## src/rtl/bf_pkg.sv

```systemverilog
// Shared definitions for the brainfuck core loop controller.
// Optional feature macro: LOOP_CTRL_STACK_CHECK_EN (stack overflow/underflow
// detection and the ERROR state).
package bf_pkg;

  typedef enum logic [1:0] {
    RUN   = 2'd0,
    SKIP  = 2'd1,
    ERROR = 2'd2
  } loop_state_t;

  // Instruction encodings of the loop brackets.
  localparam logic [7:0] OP_OPEN  = 8'h5B;  // '['
  localparam logic [7:0] OP_CLOSE = 8'h5D;  // ']'

endpackage

```

## src/rtl/loop_stack.sv

```systemverilog
// Return-address LIFO for loop_ctrl. The pointer wraps modulo DEPTH, so a
// push on a full stack overwrites the oldest slot and a pop on an empty stack
// wraps; the occupancy count saturates and drives full/empty. Reset clears
// pointer and count only, never the storage.
module loop_stack #(
  parameter int ADDR_WIDTH = 8,
  parameter int DEPTH      = 16
) (
  input  logic                  clk_i,
  input  logic                  rst_ni,
  input  logic                  push_i,
  input  logic                  pop_i,
  input  logic [ADDR_WIDTH-1:0] data_i,
  output logic [ADDR_WIDTH-1:0] top_o,
  output logic                  full_o,
  output logic                  empty_o
);

  localparam int IW = $clog2(DEPTH);
  localparam logic [IW:0] FULL_CNT = (IW+1)'(DEPTH);

  logic [ADDR_WIDTH-1:0] mem_q [DEPTH];
  logic [IW-1:0]         ptr_q, ptr_d;
  logic [IW:0]           cnt_q, cnt_d;

  // Next pointer and saturating occupancy count.
  always_comb begin
    ptr_d = ptr_q;
    cnt_d = cnt_q;
    if (push_i) begin
      ptr_d = ptr_q + IW'(1);
      if (cnt_q != FULL_CNT) cnt_d = cnt_q + (IW+1)'(1);
    end else if (pop_i) begin
      ptr_d = ptr_q - IW'(1);
      if (cnt_q != '0) cnt_d = cnt_q - (IW+1)'(1);
    end
  end

  // Pointer and count registers, cleared by reset.
  always_ff @(posedge clk_i or negedge rst_ni) begin
    if (!rst_ni) begin
      ptr_q <= '0;
      cnt_q <= '0;
    end else begin
      ptr_q <= ptr_d;
      cnt_q <= cnt_d;
    end
  end

  // Storage write; contents survive reset.
  always_ff @(posedge clk_i) begin
    if (push_i) mem_q[ptr_q] <= data_i;
  end

  assign top_o   = mem_q[ptr_q - IW'(1)];
  assign full_o  = (cnt_q == FULL_CNT);
  assign empty_o = (cnt_q == '0);

endmodule

```

## src/rtl/loop_ctrl.sv

```systemverilog
// Loop controller: tracks '['/']' nesting, keeps loop return addresses on a
// LIFO and drives enable/load/data of the PC counter in the same cycle as the
// instruction. Optional macro LOOP_CTRL_STACK_CHECK_EN adds overflow/underflow
// detection with a terminal ERROR state; without it the stack simply wraps.
module loop_ctrl
  import bf_pkg::*;
#(
  parameter int ADDR_WIDTH = 8,
  parameter int DEPTH      = 16
) (
  input  logic                  clk_i,
  input  logic                  reset_ni,
  input  logic                  insn_valid_i,
  input  logic                  insn_open_i,
  input  logic                  insn_close_i,
  input  logic [ADDR_WIDTH-1:0] pc_i,
  input  logic                  cell_zero_i,
  output logic                  pc_ce_o,
  output logic                  pc_load_o,
  output logic [ADDR_WIDTH-1:0] pc_d_o,
  output logic                  skipping_o,
  output logic                  stack_empty_o,
  output logic                  overflow_o,
  output logic                  underflow_o
);

  loop_state_t           state_q, state_d;
  logic [ADDR_WIDTH-1:0] depth_q, depth_d;
  logic                  skip_q;
  logic                  push, pop;
  logic [ADDR_WIDTH-1:0] stk_top;
  logic                  stk_full, stk_empty;
  logic                  is_open, is_close;

  // Both brackets high at once is treated as a plain instruction.
  assign is_open  = insn_valid_i &  insn_open_i & ~insn_close_i;
  assign is_close = insn_valid_i & ~insn_open_i &  insn_close_i;

`ifdef LOOP_CTRL_STACK_CHECK_EN
  logic ovf_q, ovf_d, unf_q, unf_d;
`else
  logic unused_full;
  assign unused_full = stk_full;
`endif

  loop_stack #(
    .ADDR_WIDTH(ADDR_WIDTH),
    .DEPTH     (DEPTH)
  ) u_stack (
    .clk_i  (clk_i),
    .rst_ni (reset_ni),
    .push_i (push),
    .pop_i  (pop),
    .data_i (pc_i),
    .top_o  (stk_top),
    .full_o (stk_full),
    .empty_o(stk_empty)
  );

  // Mealy decision: PC controls, stack ops and next state from this instruction.
  always_comb begin
    state_d   = state_q;
    depth_d   = depth_q;
    push      = 1'b0;
    pop       = 1'b0;
    pc_ce_o   = insn_valid_i;
    pc_load_o = 1'b0;
    pc_d_o    = '0;
`ifdef LOOP_CTRL_STACK_CHECK_EN
    ovf_d     = ovf_q;
    unf_d     = unf_q;
`endif
    case (state_q)
      RUN: begin
        if (is_open) begin
          if (!cell_zero_i) begin
`ifdef LOOP_CTRL_STACK_CHECK_EN
            if (stk_full) begin
              ovf_d   = 1'b1;
              state_d = ERROR;
              pc_ce_o = 1'b0;
            end else begin
              push = 1'b1;
            end
`else
            push = 1'b1;
`endif
          end else begin
            // Zero cell: walk over the loop body; this '[' is depth 1.
            depth_d = ADDR_WIDTH'(1);
            state_d = SKIP;
          end
        end else if (is_close) begin
`ifdef LOOP_CTRL_STACK_CHECK_EN
          if (stk_empty) begin
            unf_d   = 1'b1;
            state_d = ERROR;
            pc_ce_o = 1'b0;
          end else
`endif
          if (!cell_zero_i) begin
            // Jump back to the instruction after the matching '['.
            pc_load_o = 1'b1;
            pc_d_o    = stk_top + ADDR_WIDTH'(1);
          end else begin
            pop = 1'b1;
          end
        end
      end
      SKIP: begin
        if (is_open) begin
          depth_d = depth_q + ADDR_WIDTH'(1);
        end else if (is_close) begin
          if (depth_q == ADDR_WIDTH'(1)) begin
            state_d = RUN;
            depth_d = '0;
          end else begin
            depth_d = depth_q - ADDR_WIDTH'(1);
          end
        end
      end
      default: begin
        // ERROR: frozen until reset.
        pc_ce_o = 1'b0;
      end
    endcase
  end

  // FSM state, skip depth and registered status outputs.
  always_ff @(posedge clk_i or negedge reset_ni) begin
    if (!reset_ni) begin
      state_q <= RUN;
      depth_q <= '0;
      skip_q  <= 1'b0;
`ifdef LOOP_CTRL_STACK_CHECK_EN
      ovf_q   <= 1'b0;
      unf_q   <= 1'b0;
`endif
    end else begin
      state_q <= state_d;
      depth_q <= depth_d;
      skip_q  <= (state_d == SKIP);
`ifdef LOOP_CTRL_STACK_CHECK_EN
      ovf_q   <= ovf_d;
      unf_q   <= unf_d;
`endif
    end
  end

  assign skipping_o    = skip_q;
  assign stack_empty_o = stk_empty;
`ifdef LOOP_CTRL_STACK_CHECK_EN
  assign overflow_o    = ovf_q;
  assign underflow_o   = unf_q;
`else
  assign overflow_o    = 1'b0;
  assign underflow_o   = 1'b0;
`endif

endmodule

```

## config.mk

```make
export PLATFORM = sky130hd
export DESIGN_NAME = loop_ctrl
export DESIGN_NICKNAME = d
export VERILOG_FILES = /design/src/rtl/bf_pkg.sv /design/src/rtl/loop_stack.sv /design/src/rtl/loop_ctrl.sv
export SDC_FILE = /design/constraint.sdc
export NUM_CORES = 1
export LEC_CHECK = 0
export BUFFER_PORTS_ARGS = -buffer_cell sky130_fd_sc_hd__buf_4
export CAP_MARGIN = 20
export CORE_MARGIN = 2
export CORE_UTILIZATION = 24
export DETAILED_ROUTE_END_ITERATION = 16
export GPL_TIMING_DRIVEN = 0
export HOLD_SLACK_MARGIN = 0.05
export PLACE_DENSITY_LB_ADDON = 0.15
export SETUP_SLACK_MARGIN = 0.15
export SKIP_LAST_GASP = 1
export SYNTH_ARGS = -nofsm -noshare
export SYNTH_HDL_FRONTEND = slang
export SYNTH_SLANG_ARGS = --single-unit
```

## constraint.sdc

```tcl
create_clock -name clk_i -period 4.2 [get_ports clk_i]
set_clock_uncertainty 0.15 [all_clocks]
set_input_delay 0.84 -clock clk_i [delete_from_list [all_inputs] [get_ports clk_i]]
set_output_delay 0.84 -clock clk_i [all_outputs]
set_load 0.1 [all_outputs]
```

==> results list, run 1 <==
- Clock latency on the worst-skew pair: roughly 0.42 ns
- The routed design could run at a clock period as short as roughly 4.4 ns.
* CTS tree: done
- Synthesis inferred approximately 150 register bits.
* Total iterations of the first detailed-routing run: 4
- Worst-path cell with the longest stage delay: sky130_fd_sc_hd__mux4_2
- Die area: 29500 µm²
- Detailed placement ended at an HPWL of ~11000 µm.
* Critical setup path kind: reg -> out
- Setup violations remaining at the end of the flow were counted as 5.
- Worst Tran Pin Value: 0.781 ns
- After global routing the overflow that remains totals 0.
- Setup slack on the critical path of the routed design comes to -0.233 ns.
- Final ANT Viol Nets: 0
- Main area contributors after synthesis: sky130_fd_sc_hd__edfxtp_1 57%, sky130_fd_sc_hd__dfrtp_1 7.4%, sky130_fd_sc_hd__mux2i_1 7.1%
- Commonest cells in the synthesized netlist: 128 x sky130_fd_sc_hd__edfxtp_1, 48 x sky130_fd_sc_hd__mux2i_1, 20 x sky130_fd_sc_hd__dfrtp_1, 20 x sky130_fd_sc_hd__mux4_2, 20 x sky130_fd_sc_hd__nand2_1
- After synthesis, the mean cell area works out to 15.8 µm².
- For this run, the register share of the synthesized area comes to 64.4%.
- Routed length on met3: 610 µm
* RSZ-0062 raised after global routing: true
- The placed instances occupy a cell area of between 7000 and 8000 µm².
- Wirelength per Cell: 18.4 µm
* Setup TNS after final layout: -0.812 ns
- Post-synth top area share: roughly 57%
- Antenna fix cells: 0
- After synthesis the cells add up to 6740 µm².
- The worst setup path is launched from a flop.
- Wire length of the first global-routing pass: 25000 µm
- Routed length on met1: about 7600 µm
- The cell count after synthesis came out at 427.
* Die span in x: 172 µm
- Result of the run: finished with violations
- Async set or reset register ratio after synthesis: about 14%
* Sequential power share: 29.2%
- The final reports fail on setup timing.
- Floorplan die height: 172 µm
- After floorplanning, the core was divided into 61 placement rows.
- Via count of the first global-routing pass: 4084
- Once placement completed, the tool counted placed cells totaling 839.
* Highest metal used: met4
* Required time reported for the critical path endpoint: 3.21 ns
- The Yosys step of the flow raised 0 warnings.
* Worst-case clock buffer depth: 2
* Top FF cell, synth: sky130_fd_sc_hd__edfxtp_1
* Core Util, Final: between 30% and 40%
- Most repeated library cell on the critical path: sky130_fd_sc_hd__buf_12
* Number of top-level design ports: 28
* Leakage: 3.12 nW
- Headroom to the max-slew limit came out at 47.7%.
- Endpoint kind of the worst setup timing path: output pin
- VDD sags by at most 0.234 mV.
- For this run, the top clock speed supported by timing is 226 MHz.
- Of all cell types, the one taking the most synthesized area is sky130_fd_sc_hd__edfxtp_1.
- Hold timing on the final database bottoms out at a slack of about 0.15 ns.
- P per Cell Area: 696 nW/µm²
* Deepest level of the CTS H-tree: 4
- Power share of the combinational group: 46.9%
- The internal power of the cells totals a little under 4 mW.
- Max cap viols: 0
- In this run the tool buffered the top-level ports with 25 buffer cells.
- After the first detailed-routing iteration, the DRC count stood at 261.
- Sinks on Clock Net: ~150
- From synthesis to final layout, the design area changed by 29.3%.
* Number of different library cells in the post-synthesis netlist: 55
* DRC violations left: 0
- Pre-CTS WS: -0.619 ns
- Crit path DAT: 3.44 ns
- Summing internal, switching and leakage power gives a little over 6 mW.
* Global placement routability congestion: roughly 0.77
- After detailed routing, the number of vias per cell comes to between 4 and 5.
- The clock network is responsible for 23.9% of the overall power.
- Number of buffers created by CTS: 17
- Overall Global Routing Usage: 11.9%
* Final Hold Fails: 0
- Routed via count: 3908
* Cell-by-cell trace of the critical path: buf_12 -> buf_12 -> clkinv_8 -> ha_4 -> xor2_4 -> buf_12 -> mux4_2 -> mux2i_4 -> ha_4 -> nand2_4 -> or4_4 -> nand2_8 -> buf_12
- The initial antenna violation count came to 0.
- Total number of nets in the final design: 532
- The tightest min-delay check is of the in -> async type.
- Pin count of the biggest net entering global routing: 21
- The total area inside the core boundary comes to 27700 µm².
- sky130_fd_sc_hd__edfxtp_1 is the most common cell in the netlist.
- Root buffer cell: sky130_fd_sc_hd__clkbuf_16
- Detailed routing placed a total of 8110 µm of wire on met2.
* Starting density of the core: 24.3%
- Crit path largest cell delay: 0.57 ns
- Max Fanout on Critical Path: 6
- Sw Ratio: 35.9%
- Ratio of cells with drive above 1 in the final layout: approximately a third
- Post-layout instance count excluding filler cells: around 900
- The worst path uses 106% of the clock period.
- Wires add up to 16500 µm.
* Clock transition at the registers of the reported paths: 0.07 ns
- Post-route cell area: about 8700 µm²
- For this design the total switching power over the nets is around 2.2 mW.
* Number of flops mapped to enable cells by yosys: between 100 and 150
- After clock tree synthesis, the flow added hold-fix buffers numbering 0.
- Max-slew violation count: 0
state kept, by name (all words and copies together) (netlist names):
| name | flops |
|---|---|
| depth_q | 8 |
| skipping_o | 1 |
| state_q | 2 |
| u_stack.cnt_q | 5 |
| u_stack.mem_q | 128 |
| u_stack.ptr_q | 4 |
worst max-delay path, delay by kind of cell, from the launching register on:
family,cells,cell delay (ns)
multiplexers,2,0.77
adder cells (fa/ha/maj),2,0.33
flip-flops,1,0.44
AND/OR/NAND/NOR,3,0.68
buffers and inverters,5,0.63
XOR/XNOR,1,0.16
path summary, 6_finish.rpt:
check                                      start              endpoint  slack [ns]  cells past startpoint
worst max-delay path            u_stack.ptr_q[0]             pc_d_o[6]       -0.23                     13
worst min-delay path                    reset_ni            depth_q[2]        0.15                      1
worst max register to register        state_q[1]  u_stack.mem_q[15][3]        0.86                      8
worst min register to register        depth_q[7]            depth_q[7]        0.34                      1
max in group asynchronous               reset_ni      u_stack.ptr_q[1]        3.50                      1
min in group clk_i                    depth_q[7]            depth_q[7]        0.34                      1
cell families (layout without fill, tap and decap cells):
logic type / Yosys count / in the layout / synth area share [%]
AO/OA/AOI/OAI: 49 / 49 / 4.57
XOR/XNOR: 13 / 13 / 2.08
adder cells (fa/ha/maj): 13 / 13 / 2.52
buffers and inverters: 37 / 127 / 3.36
flip-flops: 148 / 148 / 64.4
multiplexers: 74 / 74 / 15.7
other: 1 / 2 / 0.0556
AND/OR/NAND/NOR: 92 / 92 / 7.29
placed cells by master (no fill, tap or decap), types with 7 or more instances in the layout:
cell type,n
sky130_fd_sc_hd__xnor2_1,9
sky130_fd_sc_hd__mux2i_1,43
sky130_fd_sc_hd__clkbuf_16,18
sky130_fd_sc_hd__and3_1,10
sky130_fd_sc_hd__inv_1,15
sky130_fd_sc_hd__nand2_1,18
sky130_fd_sc_hd__buf_6,7
sky130_fd_sc_hd__dfrtp_1,18
sky130_fd_sc_hd__ha_1,10
sky130_fd_sc_hd__edfxtp_1,128
sky130_fd_sc_hd__nor2_1,15
sky130_fd_sc_hd__o21ai_0,17
sky130_fd_sc_hd__buf_12,14
sky130_fd_sc_hd__clkbuf_1,7
sky130_fd_sc_hd__buf_4,43
sky130_fd_sc_hd__mux4_2,20
what timing repair did:
action,CTS,global route
gates cloned,1,0
setup endpoints to repair,8,7
pin swaps,6,9
setup buffers,11,13
gates resized for setup,41,18
metal layers:
layer  global-route usage, %  vias up
met1                    15.7     2015
li1                        -     1816
met5                       0        -
met3                    2.74        5
met4                    3.06        0
met2                    19.7       72
power groups by stage:
stage	Clock, mW	Combinational (mW)	Sequential (mW)
detailed placement	0	2.09	1.80
global route	1.55	3.05	1.78
floorplan	0	1.57	1.79
global placement	0	2.08	1.80
finish	1.45	2.85	1.77
CTS	1.49	2.56	1.77
area by class of cell:
cell class	count	area [µm²]
Tap cell	378	473
Timing Repair Buffer	58	594
Clock inverter	15	143
Clock buffer	17	425
Fill cell	2732	19000
Inverter	16	72.6
Buffer	21	228
Sequential cell	148	4350
Multi-Input combinational cell	243	2430
(Power assumes the default switching activity.)
==> run 2: changes to the inputs <==
Settings changed: RECOVER_POWER set to 50.
Clock period 4.2 ns to 5.5 ns, I/O delays scaled along.
==> run 2 against run 1 <==
Against the previous run: the flow now finishes without violations; total power fell by 32%; combinational power down 43%; worst setup slack improved by 0.63 ns; non-clock buffer count down 25; global-route usage down 0.38 points; largest power group unchanged; worst hold slack gained 0.19 ns; largest cell class unchanged; clock power decreased by 22%.
==> results list, run 2 (synthesized netlist as in run 1, its figures left out) <==
- Result of the run: completed
- Worst reg-to-reg setup slack: 2.12 ns
- Traced cell by cell, the critical path runs through buf_8 -> buf_6 -> inv_1 -> ha_1 -> xor2_4 -> buf_12 -> mux4_2 -> mux2i_2 -> ha_1 -> nand2_1 -> or4_1 -> nand2_1 -> buf_6.
- The critical path contains buffers and inverters numbering 5 combined.
- The clock passes through at most 2 buffers.
- Max-cap violations in this run came to 0.
- The library cell used most frequently in the layout, excluding fill and tap cells, is sky130_fd_sc_hd__edfxtp_1.
* Die area: 29500 µm²
- Sinks on Clock Net: 148
- The tree is rooted in a sky130_fd_sc_hd__clkbuf_16.
- The total overflow left after global routing is 0.
- In this run the worst setup path begins at u_stack.ptr_q[0].
- For the worst setup path, the data arrival time is between 3 and 4 ns.
- At the end of the flow, the number of nets in the layout was ~500.
- Core Util, Final: 29.4%
* Worst r2r path cells: 7
- For this configuration, the core starts out at a cell density of 24.3%.
* Largest registers in the final layout: u_stack.mem_q x128, depth_q x8, u_stack.cnt_q x5
- Max-slew violation count: 0
* Via count of the first global-routing pass: 3774
- From synthesis to final layout, the design area changed by 20.7%.
* Leakage: 2.87 nW
- Storage cell area: 4350 µm²
- Die span in x: 172 µm
* Initial antenna violation count: 0
- In the routed design, unresolved DRC markers number 0.
* Clock latency on the worst-skew pair: 0.42 ns
- In this run the worst path has a maximum fanout of 10.
* Final setup vio count: 0
* Average vias per placed instance: 4.33
- For the worst setup path, the data required time is 4.25 ns.
* Dpl hpwl: roughly 11000 µm
- Setup repair after global routing left no endpoint under its margin.
- Commonest cells after routing, fill and taps aside: 128 x sky130_fd_sc_hd__edfxtp_1, 45 x sky130_fd_sc_hd__mux2i_1, 20 x sky130_fd_sc_hd__nand2_1, 20 x sky130_fd_sc_hd__mux4_2, 19 x sky130_fd_sc_hd__dfrtp_1
- Destination of the critical timing path: pc_d_o[6]
- Number of buffers created by CTS: 17
* Worst Tran Pin Value: 1.18 ns
* CP delay by family, top: buffers and inverters
* Routed via count: 3771
* CTS tree: done
- Area of the core: 27700 µm²
- After clock tree synthesis, the clock-pin slew on the worst setup and hold paths is 0.06 ns.
* Deepest level of the CTS H-tree: 4
- 28 I/O pins were placed.
* Startpoint type of the worst setup path: flop
- For this run, the slowest stage of the critical path takes 0.55 ns.
- Final Hold Fails: 0
* Worst-path cell with the longest stage delay: sky130_fd_sc_hd__mux4_2
- # rows: 61
- The endpoint identified for the worst register-to-register timing path is u_stack.mem_q[14][2].
- Routed wire length: between 15000 and 20000 µm
- Crit path depth: 13
* Wirelength per Cell: about 18 µm
- The number of antenna diodes in the final layout is 0.
- For the finished layout, the period the worst path requires is 5.11 ns.
- In this run the remaining antenna-violating nets after routing total 0.
* Pin count of the biggest net entering global routing: 21
* Flip-flop count of the largest register after layout: 128
- For this block, the initial DRC count from the detailed router was 260.
- Cts hold-fix bufs: 0
- The first global-routing pass estimated 24100 µm of wire.
- Global placement routability congestion: roughly 0.73
* Ratio of cells with drive above 1 in the final layout: roughly 23%
- P per Cell Area: slightly above 500 nW/µm²
- The register with the most flip-flops in the final layout is u_stack.mem_q.
- Floorplan die height: 172 µm
- Peak supply drop: 0.220 mV
- For this run, the top clock speed supported by timing is between 150 and 200 MHz.
* Port Buf Inserts: 25
- Fill cells in the final layout number 2768.
- RR Startpoint: state_q[1]
- STA classifies the critical path endpoint as an output pin.
* Final Power: approximately 4.1 mW
* Total iterations of the first detailed-routing run: 4
- Total area of multi-input combinational cells: 2260 µm²
- The path class of the tightest hold or removal check is reg -> reg.
- Global routing consumed, over all layers together, 11.5% of the routing resources.
* Relative slew slack: 21.1%
- Fin crit share: roughly 93%
* Critical setup path kind: reg -> out
==> run 2: cell count changes in the layout (fill, tap and decap cells not counted), moves of 3 or more <==
cell,before,now
sky130_fd_sc_hd__clkbuf_1,7,17
sky130_fd_sc_hd__buf_4,43,17
sky130_fd_sc_hd__nor3_2,5,8
sky130_fd_sc_hd__nor3_4,4,1
sky130_fd_sc_hd__nor2_2,1,4
sky130_fd_sc_hd__buf_12,14,3
sky130_fd_sc_hd__mux2i_4,4,1
==> run 2: layout make-up <==
| class | instances | share of cell area [%] |
|---|---|---|
| clock inverter | 15 | 1.83 |
| multi-input combinational | 243 | 27.7 |
| inverter | 16 | 0.738 |
| timing repair buffer | 33 | 3.06 |
| buffer | 21 | 2.24 |
| sequential | 148 | 53.4 |
| clock buffer | 17 | 5.23 |
| tap | 378 | 5.81 |
==> run 2: worst min-delay path by stage <==
stage | from | endpoint | slack [ns] | cells after the start
final | depth_q[7] | depth_q[7] | 0.34 | 1
after detailed placement | depth_q[7] | depth_q[7] | 0.34 | 1
after global placement | depth_q[7] | depth_q[7] | 0.33 | 1
after floorplan | depth_q[7] | depth_q[7] | 0.31 | 1
after global routing | u_stack.cnt_q[4] | u_stack.cnt_q[4] | 0.38 | 1
after CTS | depth_q[7] | depth_q[7] | 0.35 | 1
==> run 2: repair_timing <==
action / in CTS / in global routing
gates cloned: 0 / 0
pin swaps: 1 / 0
setup endpoints to repair: 7 / 3
resized for setup: 9 / 7
setup buffers: 1 / 3
==> run 2: worst reg2reg max path: stages (launching register included) <==
cell                       delay (ns)
sky130_fd_sc_hd__dfrtp_1         0.35
sky130_fd_sc_hd__clkbuf_1        0.20
sky130_fd_sc_hd__nor3_1          0.29
sky130_fd_sc_hd__nand2_1         0.29
sky130_fd_sc_hd__inv_1           0.17
sky130_fd_sc_hd__clkbuf_1        0.40
sky130_fd_sc_hd__nand3_1         0.33
sky130_fd_sc_hd__nor2_2          0.81
==> run 2: report_power, final <==
group / internal, mW / switching [mW] / leakage (nW)
Clock: 0.635 / 0.496 / 0.276
Combinational: 0.747 / 0.871 / 1.19
Sequential: 1.28 / 0.0721 / 1.39
==> run 2: routing by layer <==
layer	track usage (%)	share of wire (%)
met1	16.3	47
met2	17.4	46
met3	2.67	5.2
met4	3.87	1.7
met5	0	0
==> run 2: metrics by stage <==
| stage | TNS, ns | instances | setup WS [ns] | cell area (µm²) | hold slack, ns |
|---|---|---|---|---|---|
| finish | 0 | 871 | 0.393 | 8140 | 0.337 |
| CTS | 0 | 868 | 0.163 | 8120 | 0.345 |
| floorplan | 0 | 428 | 0.499 | 6760 | 0.308 |
| global route | 0 | 871 | 0.177 | 8140 | 0.379 |
| detailed placement | -0.117 | 835 | -0.117 | 7490 | 0.337 |
| global placement | -0.128 | 831 | -0.128 | 7420 | 0.334 |
==> run 3: changes to the inputs <==
Settings changed: MAX_ROUTING_LAYER set to met4.
==> run 3 against run 2 <==
Against the previous run: sequential cell count unchanged; register-to-register slack about the same; first-iteration DRC count down 13%; critical path type unchanged; critical endpoint unchanged.
==> results list, run 3 (synthesized netlist as in run 1, its figures left out) <==
- Die area: 29500 µm²
- In the post-route analysis, the smallest setup slack over all paths is 0.384 ns.
* Worst-case clock buffer depth: 2
- Wirelength per Cell: 18.4 µm
* Sw Ratio: around a third
* Storage cell area: 4350 µm²
- Net switching power figure: between 1 and 1.5 mW
- Sinks on Clock Net: between 100 and 150
- The number of max-slew violations in the final report came to 0.
- Relative slew slack: 21.2%
- Buffers inserted during clock tree synthesis total 17.
- In this run, flip-flops and latches consume around a third of the power.
* Power share of the combinational group: 39.5%
- The tree is rooted in a sky130_fd_sc_hd__clkbuf_16.
- The congestion estimate from routability-driven global placement came to around 0.73.
* Max cap viols: 0
- Largest reg by FF count: u_stack.mem_q
- Port Buf Inserts: 25
* Cts hold-fix bufs: 0
- Crit path DAT: 3.87 ns
- The hold violation count in the final report came to 0.
- On the critical path the largest part of the delay comes from buffers and inverters.
- Initial antenna violation count: 0
* Cell-by-cell trace of the critical path: buf_8 -> buf_6 -> inv_1 -> ha_1 -> xor2_4 -> buf_12 -> mux4_2 -> mux2i_2 -> ha_1 -> nand2_1 -> or4_1 -> nand2_1 -> buf_6
* Die span in x: 172 µm
- After routing the design area is slightly above 8000 µm².
- For this block, the routed nets add up to 16000 µm of wire.
* Starting density of the core: between 20% and 30%
* Overall Global Routing Usage: 11.9%
- The worst setup path is launched from a flop.
* Crit path largest cell delay: 0.55 ns
- Number of top-level design ports: 28
- Result of the run: completed
- The wire-length estimate of the detail-placed layout is 10700 µm.
- Counting both buffers and inverters, the worst setup path holds a total of 5.
- Critical setup path kind: reg -> out
- At the end of the flow, the number of nets in the layout was 507.
- Peak Freq: 195 MHz
- Routed via count: about 3800
- Required time reported for the critical path endpoint: 4.25 ns
* Endpoint kind of the worst setup timing path: output pin
* Total iterations of the first detailed-routing run: 4
- From synthesis to final layout, the design area changed by 20.7%.
- Using the TritonRoute via totals, the vias-per-cell ratio works out to 4.34.
- Clock Power Share: 27.6%
- Leakage: 2.87 nW
- The layout has 2768 filler cells.
* Antenna fix cells: 0
* Pre-CTS WS: -0.117 ns
* Hold Path Class: reg -> reg
* Clock latency on the worst-skew pair: 0.41 ns
- Of all nets on the critical path, the largest fanout is 10.
- The count of nets left with antenna violations once routing finished came out at 0.
- After clock tree synthesis, the clock-pin slew on the worst setup and hold paths is 0.06 ns.
- Cell Int Power: between 2 and 3 mW
- The floorplan has 61 rows.
- The register with the most flip-flops in the layout has 128 of them.
- TritonCTS built the clock tree.
* Dpl cells: 835
- The largest individual stage delay along the critical path comes from the cell sky130_fd_sc_hd__mux4_2.
* Via count of the first global-routing pass: 3772
- Overflow after GRT: 0
* RSZ-0062 raised after global routing: false
- Post-layout min period: 5.12 ns
- Floorplan die height: 172 µm
* DRC violations left: 0
- Summing all placed instances gives a cell area of 7490 µm².
* Fin crit share: 93.0%
* P per Cell Area: approximately 500 nW/µm²
- In the layout the commonest cells are 128 x sky130_fd_sc_hd__edfxtp_1, 45 x sky130_fd_sc_hd__mux2i_1, 20 x sky130_fd_sc_hd__nand2_1, 20 x sky130_fd_sc_hd__mux4_2, 19 x sky130_fd_sc_hd__dfrtp_1.
- Most frequent standard cell in the layout excluding fill and tap cells: sky130_fd_sc_hd__edfxtp_1
- Detailed router's first-iteration violation count: 225
- Worst Tran Pin Value: 1.18 ns
- Area of the core: approximately 28000 µm²
- The multi-input combinational cells in the finished layout cover a total of roughly 2300 µm².
* Post-layout instance count excluding filler cells: 871
- Across the VDD grid, the largest voltage drop is 0.220 mV.
- Wire length of the first global-routing pass: 24100 µm
* Largest registers in the final layout: u_stack.mem_q x128, depth_q x8, u_stack.cnt_q x5
* Deepest level of the CTS H-tree: 4
- Final setup vio count: 0
- Power comes to 4.11 mW.
* Ratio of cells with drive above 1 in the final layout: 22.5%
- Entering global routing, the biggest net connects 21 pins.
## run 3: cell counts in the layout (fill, tap and decap cells not counted)
No cell type changed its count.
## run 3: power groups by stage
stage               registers [mW]  logic [mW]  clock network, mW
finish                        1.35        1.62               1.13
global route                  1.36        1.79               1.20
CTS                           1.36        1.61               1.16
global placement              1.38        1.54                  0
floorplan                     1.37        1.13                  0
detailed placement            1.38        1.55                  0
## run 3: layer usage
| layer | track usage, % | vias to the layer above | part of all wire (%) |
|---|---|---|---|
| met1 | 16.3 | 1935 | 49 |
| met2 | 17.4 | 69 | 46 |
| li1 | - | 1758 | - |
| met3 | 2.65 | 17 | 3.3 |
| met4 | 3.87 | 0 | 1.9 |
| met5 | - | - | 0 |
## run 3: cell type report
type	instances	area share, %
flip-flops and latches	148	53.4
multi-input cells	243	27.7
well taps	378	5.81
clock buffers	17	5.23
repair buffers	33	3.06
plain buffers	21	2.24
clock inverters	15	1.83
inverters	16	0.738
## run 3: worst paths after layout
check	startpoint	endpoint	slack [ns]	cells past startpoint
worst max-delay path	u_stack.ptr_q[0]	pc_d_o[6]	0.38	13
worst min-delay path	depth_q[7]	depth_q[7]	0.34	1
worst max register to register	state_q[1]	u_stack.mem_q[14][7]	2.13	7
worst min register to register	depth_q[7]	depth_q[7]	0.34	1
max in group asynchronous	reset_ni	u_stack.ptr_q[0]	3.65	1
min in group asynchronous	reset_ni	depth_q[2]	0.76	1
## run 3: repair_timing
action,in CTS,in global routing
endpoints found under the setup margin,7,3
pin swaps,1,0
gates resized for setup,9,7
buffers inserted,1,3
cloned,0,0
## run 3: per-stage QoR
step / hold WS (ns) / utilization [%] / TNS, ns
finish: 0.337 / 29.4 / 0
global route: 0.379 / 29.4 / 0
CTS: 0.345 / 29.3 / 0
detailed placement: 0.337 / 27.1 / -0.117
global placement: 0.334 / 26.8 / -0.128
floorplan: 0.308 / - / 0
